`src/rtl/pll_recfg_seq.sv`:
```
// PLL reconfiguration sequencer: drives the eight-register management write
// sequence, pulses the PLL reset and waits for a stable lock.
module pll_recfg_seq #(
    parameter int GAP          = 2,
    parameter int RST_CYCLES   = 4,
    parameter int LOCK_STABLE  = 16,
    parameter int LOCK_TIMEOUT = 1000000
) (
    input  logic        clk,
    input  logic        reset,
    input  logic        start,
    input  logic [31:0] m_val,
    input  logic [31:0] k_val,
    input  logic [31:0] c0_val,
    output logic        busy,
    output logic        done,
    output logic        error,
    output logic [5:0]  mgmt_address,
    output logic [31:0] mgmt_writedata,
    output logic        mgmt_write,
    input  logic        mgmt_waitrequest,
    output logic        pll_reset,
    input  logic        locked
);

    localparam int CNT_W = $clog2(GAP + RST_CYCLES + 2);
    localparam int STB_W = $clog2(LOCK_STABLE + 2);
    localparam int TMO_W = $clog2(LOCK_TIMEOUT + 2);

    typedef enum logic [2:0] {
        S_IDLE, S_WRITE, S_GAP, S_PLLRST, S_WAITLOCK, S_FIN
    } state_t;

    // Register-write table: {address, data} for each write index.
    function automatic logic [37:0] write_entry(input logic [2:0] idx, input logic [31:0] m,
                                                input logic [31:0] k, input logic [31:0] c0);
        logic [37:0] e;
        case (idx)
            3'd0:    e = {6'd0, 32'd0};
            3'd1:    e = {6'd4, m};
            3'd2:    e = {6'd7, k};
            3'd3:    e = {6'd3, 32'h0001_0000};
            3'd4:    e = {6'd5, c0};
            3'd5:    e = {6'd9, 32'd1};
            3'd6:    e = {6'd8, 32'd7};
            default: e = {6'd2, 32'd0};
        endcase
        return e;
    endfunction

    state_t            state_q, state_d;
    logic [2:0]        wi_q, wi_d;
    logic [CNT_W-1:0]  cnt_q, cnt_d;
    logic [STB_W-1:0]  stb_q, stb_d;
    logic [TMO_W-1:0]  tmo_q, tmo_d;
    logic [31:0]       m_q, m_d, k_q, k_d, c0_q, c0_d;
    logic              pend_q, pend_d;
    logic [31:0]       pm_q, pm_d, pk_q, pk_d, pc0_q, pc0_d;
    logic              busy_q, busy_d, done_q, done_d, error_q, error_d;
    logic              wr_q, wr_d, prst_q, prst_d;
    logic [5:0]        addr_q, addr_d;
    logic [31:0]       data_q, data_d;
    logic              locked_meta_q, locked_s_q;

    logic              advance, launch;
    logic [31:0]       lm, lk, lc0;

    assign busy           = busy_q;
    assign done           = done_q;
    assign error          = error_q;
    assign mgmt_write     = wr_q;
    assign mgmt_address   = addr_q;
    assign mgmt_writedata = data_q;
    assign pll_reset      = prst_q;

    always_comb begin
        state_d = state_q;
        wi_d    = wi_q;
        cnt_d   = cnt_q;
        stb_d   = stb_q;
        tmo_d   = tmo_q;
        m_d     = m_q;
        k_d     = k_q;
        c0_d    = c0_q;
        pend_d  = pend_q;
        pm_d    = pm_q;
        pk_d    = pk_q;
        pc0_d   = pc0_q;
        busy_d  = busy_q;
        done_d  = 1'b0;
        error_d = error_q;
        wr_d    = wr_q;
        prst_d  = prst_q;
        addr_d  = addr_q;
        data_d  = data_q;
        advance = 1'b0;
        launch  = 1'b0;
        lm      = m_val;
        lk      = k_val;
        lc0     = c0_val;

        // Requests arriving mid-sequence are parked; the newest one wins.
        if (start && state_q != S_IDLE) begin
            pend_d = 1'b1;
            pm_d   = m_val;
            pk_d   = k_val;
            pc0_d  = c0_val;
        end

        case (state_q)
            S_IDLE: begin
                launch = start;
            end
            S_WRITE: begin
                if (!mgmt_waitrequest) begin
                    wr_d  = 1'b0;
                    cnt_d = '0;
                    if (GAP == 0) advance = 1'b1;
                    else          state_d = S_GAP;
                end
            end
            S_GAP: begin
                cnt_d = cnt_q + CNT_W'(1);
                if (cnt_q == CNT_W'(GAP - 1)) advance = 1'b1;
            end
            S_PLLRST: begin
                cnt_d = cnt_q + CNT_W'(1);
                if (cnt_q == CNT_W'(RST_CYCLES - 1)) begin
                    prst_d  = 1'b0;
                    stb_d   = '0;
                    tmo_d   = '0;
                    state_d = S_WAITLOCK;
                end
            end
            S_WAITLOCK: begin
                stb_d = locked_s_q ? stb_q + STB_W'(1) : '0;
                tmo_d = tmo_q + TMO_W'(1);
                // Success is tested first so a simultaneous timeout loses.
                if (stb_q >= STB_W'(LOCK_STABLE)) begin
                    done_d  = 1'b1;
                    state_d = S_FIN;
                end else if (tmo_q >= TMO_W'(LOCK_TIMEOUT)) begin
                    done_d  = 1'b1;
                    error_d = 1'b1;
                    state_d = S_FIN;
                end
            end
            S_FIN: begin
                if (start || pend_q) begin
                    launch = 1'b1;
                    if (!start) begin
                        lm  = pm_q;
                        lk  = pk_q;
                        lc0 = pc0_q;
                    end
                end else begin
                    busy_d  = 1'b0;
                    state_d = S_IDLE;
                end
            end
            default: state_d = S_IDLE;
        endcase

        if (advance) begin
            if (wi_q != 3'd7) begin
                wi_d             = wi_q + 3'd1;
                wr_d             = 1'b1;
                {addr_d, data_d} = write_entry(wi_q + 3'd1, m_q, k_q, c0_q);
                state_d          = S_WRITE;
            end else begin
                prst_d  = 1'b1;
                cnt_d   = '0;
                state_d = S_PLLRST;
            end
        end

        if (launch) begin
            m_d              = lm;
            k_d              = lk;
            c0_d             = lc0;
            pend_d           = 1'b0;
            error_d          = 1'b0;
            busy_d           = 1'b1;
            wi_d             = 3'd0;
            wr_d             = 1'b1;
            {addr_d, data_d} = write_entry(3'd0, lm, lk, lc0);
            state_d          = S_WRITE;
        end
    end

    always_ff @(posedge clk or posedge reset) begin
        if (reset) begin
            state_q       <= S_IDLE;
            wi_q          <= '0;
            cnt_q         <= '0;
            stb_q         <= '0;
            tmo_q         <= '0;
            m_q           <= '0;
            k_q           <= '0;
            c0_q          <= '0;
            pend_q        <= 1'b0;
            pm_q          <= '0;
            pk_q          <= '0;
            pc0_q         <= '0;
            busy_q        <= 1'b0;
            done_q        <= 1'b0;
            error_q       <= 1'b0;
            wr_q          <= 1'b0;
            prst_q        <= 1'b0;
            addr_q        <= '0;
            data_q        <= '0;
            locked_meta_q <= 1'b0;
            locked_s_q    <= 1'b0;
        end else begin
            state_q       <= state_d;
            wi_q          <= wi_d;
            cnt_q         <= cnt_d;
            stb_q         <= stb_d;
            tmo_q         <= tmo_d;
            m_q           <= m_d;
            k_q           <= k_d;
            c0_q          <= c0_d;
            pend_q        <= pend_d;
            pm_q          <= pm_d;
            pk_q          <= pk_d;
            pc0_q         <= pc0_d;
            busy_q        <= busy_d;
            done_q        <= done_d;
            error_q       <= error_d;
            wr_q          <= wr_d;
            prst_q        <= prst_d;
            addr_q        <= addr_d;
            data_q        <= data_d;
            locked_meta_q <= locked;
            locked_s_q    <= locked_meta_q;
        end
    end

endmodule

```
`config.mk`:
```
export PLATFORM = sky130hd
export DESIGN_NAME = pll_recfg_seq
export DESIGN_NICKNAME = d
export VERILOG_FILES = /design/src/rtl/pll_recfg_seq.sv
export SDC_FILE = /design/constraint.sdc
export NUM_CORES = 1
export LEC_CHECK = 0
export BUFFER_PORTS_ARGS = -buffer_cell sky130_fd_sc_hd__buf_2
export CAP_MARGIN = 20
export CORE_MARGIN = 4
export CORE_UTILIZATION = 55
export DETAILED_ROUTE_END_ITERATION = 8
export GPL_ROUTABILITY_DRIVEN = 0
export PLACE_DENSITY_LB_ADDON = 0.05
export SLEW_MARGIN = 20
export SYNTH_ARGS = -nofsm -noshare
export SYNTH_HDL_FRONTEND = slang
export SYNTH_SLANG_ARGS = --single-unit
```
`constraint.sdc`:
```
create_clock -name clk -period 11.3 [get_ports clk]
set_clock_uncertainty 0.1 [all_clocks]
set_input_delay 0.565 -clock clk [delete_from_list [all_inputs] [get_ports clk]]
set_output_delay 0.565 -clock clk [all_outputs]
set_load 0.03 [all_outputs]
```
# --- Yosys cells after proc, flatten, opt, wreduce, memory -nomap -nowiden ---
# Index checks and enable logic that the tools add are counted.
word_totals:
  wordCells: 130
  input_bits: 101
  register_bits: 272
classes:
  n_eq_ne: 22
  mux: 62
  n_reduce_logical: 19
  order_cmp: 2
  addsub: 4
op_table:
  columns: ["operator", "n"]
  rows:
  - ["$mux W32", 12]
  - ["$pmux W36 S7", 1]
  - ["$pmux W20 S2", 1]
  - ["$mux W3", 13]
  - ["$mux W1", 24]
  - ["$add A20 B1 Y20 const B", 1]
  - ["$ge A20 B20 Y1 const B", 1]
  - ["$mux W20", 1]
  - ["$mux W6", 3]
  - ["$eq A3 B2 Y1 const B", 5]
  - ["$eq A3 B3 Y1 const B", 5]
  - ["$pmux W3 S5", 1]
  - ["$reduce_bool A2 Y1", 7]
  - ["$ne A4 B4 Y1 const B", 3]
  - ["$mux W5", 2]
  - ["$pmux W5 S2", 1]
  - ["$eq A3 B1 Y1 const B", 3]
  - ["$add A3 B1 Y3 const B", 2]
  - ["$logic_not A3 Y1", 2]
  - ["$ne A2 B2 Y1 const B", 3]
  - ["$pmux W3 S2", 1]
  - ["$reduce_and A2 Y1", 3]
  - ["$add A5 B1 Y5 const B", 1]
  - ["$ge A5 B5 Y1 const B", 1]
  - ["other kinds (11)", 12]

# --- Logic depth before layout (Yosys ltp) ---
logic_depth:
  ltp_word: 6
  ltp_mapped: 8
  ltp_nobuf: 7

# --- Least setup slack after synthesis ---
# OpenSTA, ideal clock, no wires.
synth_path:
  path_kind: "reg-to-reg"
  startpoint: "register wi_q[0]"
  endpoint: "register addr_q[2] (netlist: mgmt_address[2])"
  synth_period_minus_slack_ns: 2.220
  path_stages_with_launch: 9
  setup_time_ns: 0.094
  arrival_time_ns: 2.026
  required_ns: 11.106
  n_path_buf: 3
  setup_slack_ns: 9.080
  path_cell_list: "dfrtp_1 ha_1 ha_1 clkbuf_1 and2_1 buf_2 clkbuf_1 nor3_1 a211oi_1"
synth_via:
  elab_chain_cells: 6
  word_cells_on_any_way: 15
  cone_classes: "add/sub: 1; eq/ne: 7; mux: 4; reduce/logical: 3"
synth_lines:
  columns: ["element", "line_no", "source"]
  rows:
  - ["start: declaration", "52", "logic [2:0] wi_q, wi_d;"]
  - ["start signal: assignment", "216", "wi_q <= wi_d;"]
  - ["$add A3 B1 Y3", "168", "{addr_d, data_d} = write_entry(wi_q + 3'd1, m_q, k_q, c0_q);"]
  - ["$eq A3 B3 Y1 (tied with other cells)", "38", "case (idx)"]
  - ["$pmux W36 S7", "38", null]
  - ["$mux W6", "165", "if (wi_q != 3'd7) begin"]
  - ["$mux W6", "164", "if (advance) begin"]
  - ["$mux W6", "177", "if (launch) begin"]
  - ["end signal: assignment", "232", "addr_q <= addr_d;"]
  - ["end: declaration", "61", "logic [5:0] addr_q, addr_d;"]
# Several ways; a longest one is shown, not always the timed one. The select of a mux whose other input is x is not followed.
# A chain may end at the register's enable or synchronous reset.

# --- Worst setup path after layout ---
layout_path:
  startpoint: "register state_q[1]"
  endpoint: "register pk_q[3]"
layout_via:
  elab_chain_cells: 2
layout_lines:
  columns: ["element", "line_no", "source"]
  rows:
  - ["start: declaration", "51", "state_t state_q, state_d;"]
  - ["start signal: assignment", "215", "state_q <= state_d;"]
  - ["$reduce_bool A3 Y1", "103", "if (start && state_q != S_IDLE) begin"]
  - ["$logic_and A1 B1 Y1", "103", null]
  - ["end signal: assignment", "225", "pk_q <= pk_d;"]
  - ["end: declaration", "58", "logic [31:0] pm_q, pm_d, pk_q, pk_d, pc0_q, pc0_d;"]
# Every way passes these cells.

==> impl_metrics.ini <==
[sta]
period_needed_ps = 2841
tightest_slew_ps = 1123
rsz0062_at_grt = no
fin_crit_sh = 0.2514
setup-tns-final_ps = 0
fmax_ghz = 0.3520
drv_slew = 0
finalSetupViolations = 0
hold_violations = 0
max-slew-margin-rel = 0.2494

[route]
finalWirelength_mm = 27.60
drtIter0Drc = 659
drt_drc_violations_left = 0
vias_per_cell = 5.936
vias = 8304
first_pass_iters = 6
ant_nets = 0
wire_per_inst_um = 19.72

[die]
io_pins = 144
dieArea_um2 = 23310
die_w_um = 152.7
die_h_um = 152.7
start_util = 0.5634
core_area_um2 = 20430
fp-row-count = 52

[global_routing]
grt_max_degree = 173
grt_pass1_vias = 8253
gr-usage-all-layers = 0.2341
grt_pass1_wl_mm = 45.22
grt_overflow = 0
grt_antenna_before_repair = 4

[clock_tree]
cts_tree = built
root_buffer = clkbuf_16
cts.clk_slew.worst_paths_ps = 60
clockBufferDepth = 3
clock_latency_ps = 540
cts-resized-gates = 0
post_cts_buffers = 0
cts.htree.levels = 1
ctsHoldBuffers = 0
cts.sinks = 270
cts-buffers-inserted = 29

[power_and_ir_drop]
p_leak_uw = 0.006052
swShare = 0.3460
switchingPower_uw = 1281
comb_power_share = 0.309
p_seq_frac = 0.448
p_per_area_nw_per_um2 = 279.2
clockPowerShare = 0.243
ir_drop_mv = 0.1724
p_int_uw = 2421

[finish]
drive_gt1_frac = 0.2706
layout_commonest_cell = dfrtp_1
final_area_um2 = 13260
layout_common_cells = dfrtp_1 (270), buf_2 (141), nand2_1 (118)
area_delta_synth_final_pct = 15.18
nets = 1218

[job]
cap_violations = 0

[synthesis]
synth_ff_type = dfrtp_1
syn_inst = 999
ys_async_sr_fraction = 1.000
ys_ff_latch = 270
yosys_warnings = 0
ys_types = 52
synth_edf_count = 0
yosysSeqAreaShare = 0.5870
syn_area_um2 = 11510
avgSynthCellArea_um2 = 11.52

[placed_design]
port_buffers = 141
place_hpwl_mm = 16.58
placed_area_um2 = 12330

[worst_setup_path]
worstPathArrival_ps = 3150
cp-end-kind = register
crit_path_start_kind = register
crit_fanout = 63
cp.required_ps = 11600
crit_type = reg2reg

[worst_hold_path]
hp-class = in2reg

[outcome]
status = finished clean
registers in the layout (all words and copies together) (netlist names):
| signal | flops |
|---|---|
| c0_q | 32 |
| k_q | 32 |
| m_q | 32 |
| mgmt_writedata | 32 |
| pc0_q | 32 |
| pk_q | 32 |
| pm_q | 32 |
| tmo_q | 20 |
| stb_q | 5 |
| mgmt_address | 4 |
| cnt_q | 3 |
| state_q | 3 |
| wi_q | 3 |
| busy | 1 |
| done | 1 |
| error | 1 |
| locked_meta_q | 1 |
| locked_s_q | 1 |
| mgmt_write | 1 |
| pend_q | 1 |
| pll_reset | 1 |
power groups by stage:
stage	clock network (µW)	logic, µW	registers [µW]
after CTS	915	1160	1650
final	899	1140	1660
after global routing	953	1280	1700
after global placement	0	1120	1650
after floorplan	0	800	1690
after detailed placement	0	1150	1660
logic make-up (layout without fill, tap and decap cells):
group           after synthesis  count (layout)  share of synthesized area
fa+ha+maj                    13              13                    0.01413
flops                       270             270                     0.5870
compound gates              317             317                     0.1845
mux                         103             103                     0.1004
xor+xnor                      3               3                   0.002283
buf+inv                      93             220                    0.03489
other cells                   1               4                  0.0003258
simple gates                199             199                    0.07642
through the flow:
| step | cells | setup slack [ps] | hold WS (ps) | utilization | power (µW) |
|---|---|---|---|---|---|
| 4_1_cts | 1397 | 8272 | 15.11 | 0.6483 | 3722 |
| 5_1_grt | 1399 | 8226 | 18.92 | 0.6489 | 3937 |
| 3_5_place_dp | 1343 | 8261 | 236.2 | 0.6036 | 2815 |
| 3_3_place_gp | 1343 | 8339 | 236.6 | 0.6036 | 2772 |
| 2_1_floorplan | 1000 | 3196 | 231.2 | - | 2488 |
| 6_report | 1399 | 8459 | 31.55 | 0.6489 | 3702 |
worst max-delay path, stage by stage (launching register included):
cell and delay, ps:
dfrtp_1 590, o31ai_4 320, buf_4 440, buf_4 780, mux2_2 410
per-layer routing:
| metal | share of wire | global-route usage |
|---|---|---|
| met5 | 0.00076 | 0 |
| met4 | 0.016 | 0.04540 |
| met3 | 0.065 | 0.05084 |
| met2 | 0.45 | 0.3560 |
| met1 | 0.47 | 0.3528 |
area by class of cell:
type | instances | area [µm²]
multi-input combinational | 637 | 4379
antenna | 2 | 5.005
inverter | 15 | 65.06
clock inverter | 5 | 31.28
tap | 270 | 337.8
fill | 1644 | 7173
sequential | 270 | 6756
timing repair buffer | 151 | 800.8
clock buffer | 49 | 880.8
path summary, 6_finish.rpt:
path,from,to,slack (ps),depth (start not counted)
worst max-delay path,state_q[1],pk_q[3],8460,4
worst min-delay path,locked,locked_meta_q,30,1
worst max register to register,state_q[1],pk_q[3],8460,4
worst min register to register,locked_meta_q,locked_s_q,250,0
max in group asynchronous,reset,pk_q[23],9680,3
min in group asynchronous,reset,pk_q[4],60,2
Yosys cell counts (2+ instances only):
master,instances,share of area
mux2_2,96,0.094
a31oi_1,3,0.0016
nand2b_1,7,0.0038
a21oi_1,6,0.0026
o211ai_1,7,0.0046
dfrtp_1,270,0.59
nand2_1,118,0.038
o2bb2ai_1,33,0.025
o31ai_2,2,0.0022
o31ai_1,9,0.0059
inv_1,14,0.0046
mux2i_1,6,0.0052
buf_6,2,0.0020
clkbuf_1,52,0.017
o22ai_1,96,0.052
nor4_1,2,0.0011
buf_2,21,0.0091
and3_1,3,0.0016
and2_1,3,0.0016
nand3_1,18,0.0078
nor3_1,2,0.00087
nand4_1,6,0.0033
ha_1,13,0.014
nor2_1,29,0.0095
xor2_1,2,0.0015
o21ai_0,116,0.050
a211oi_1,2,0.0013
buf_4,3,0.0020
nor2b_1,5,0.0027
a222oi_1,31,0.027
(Power assumes the default switching activity.)
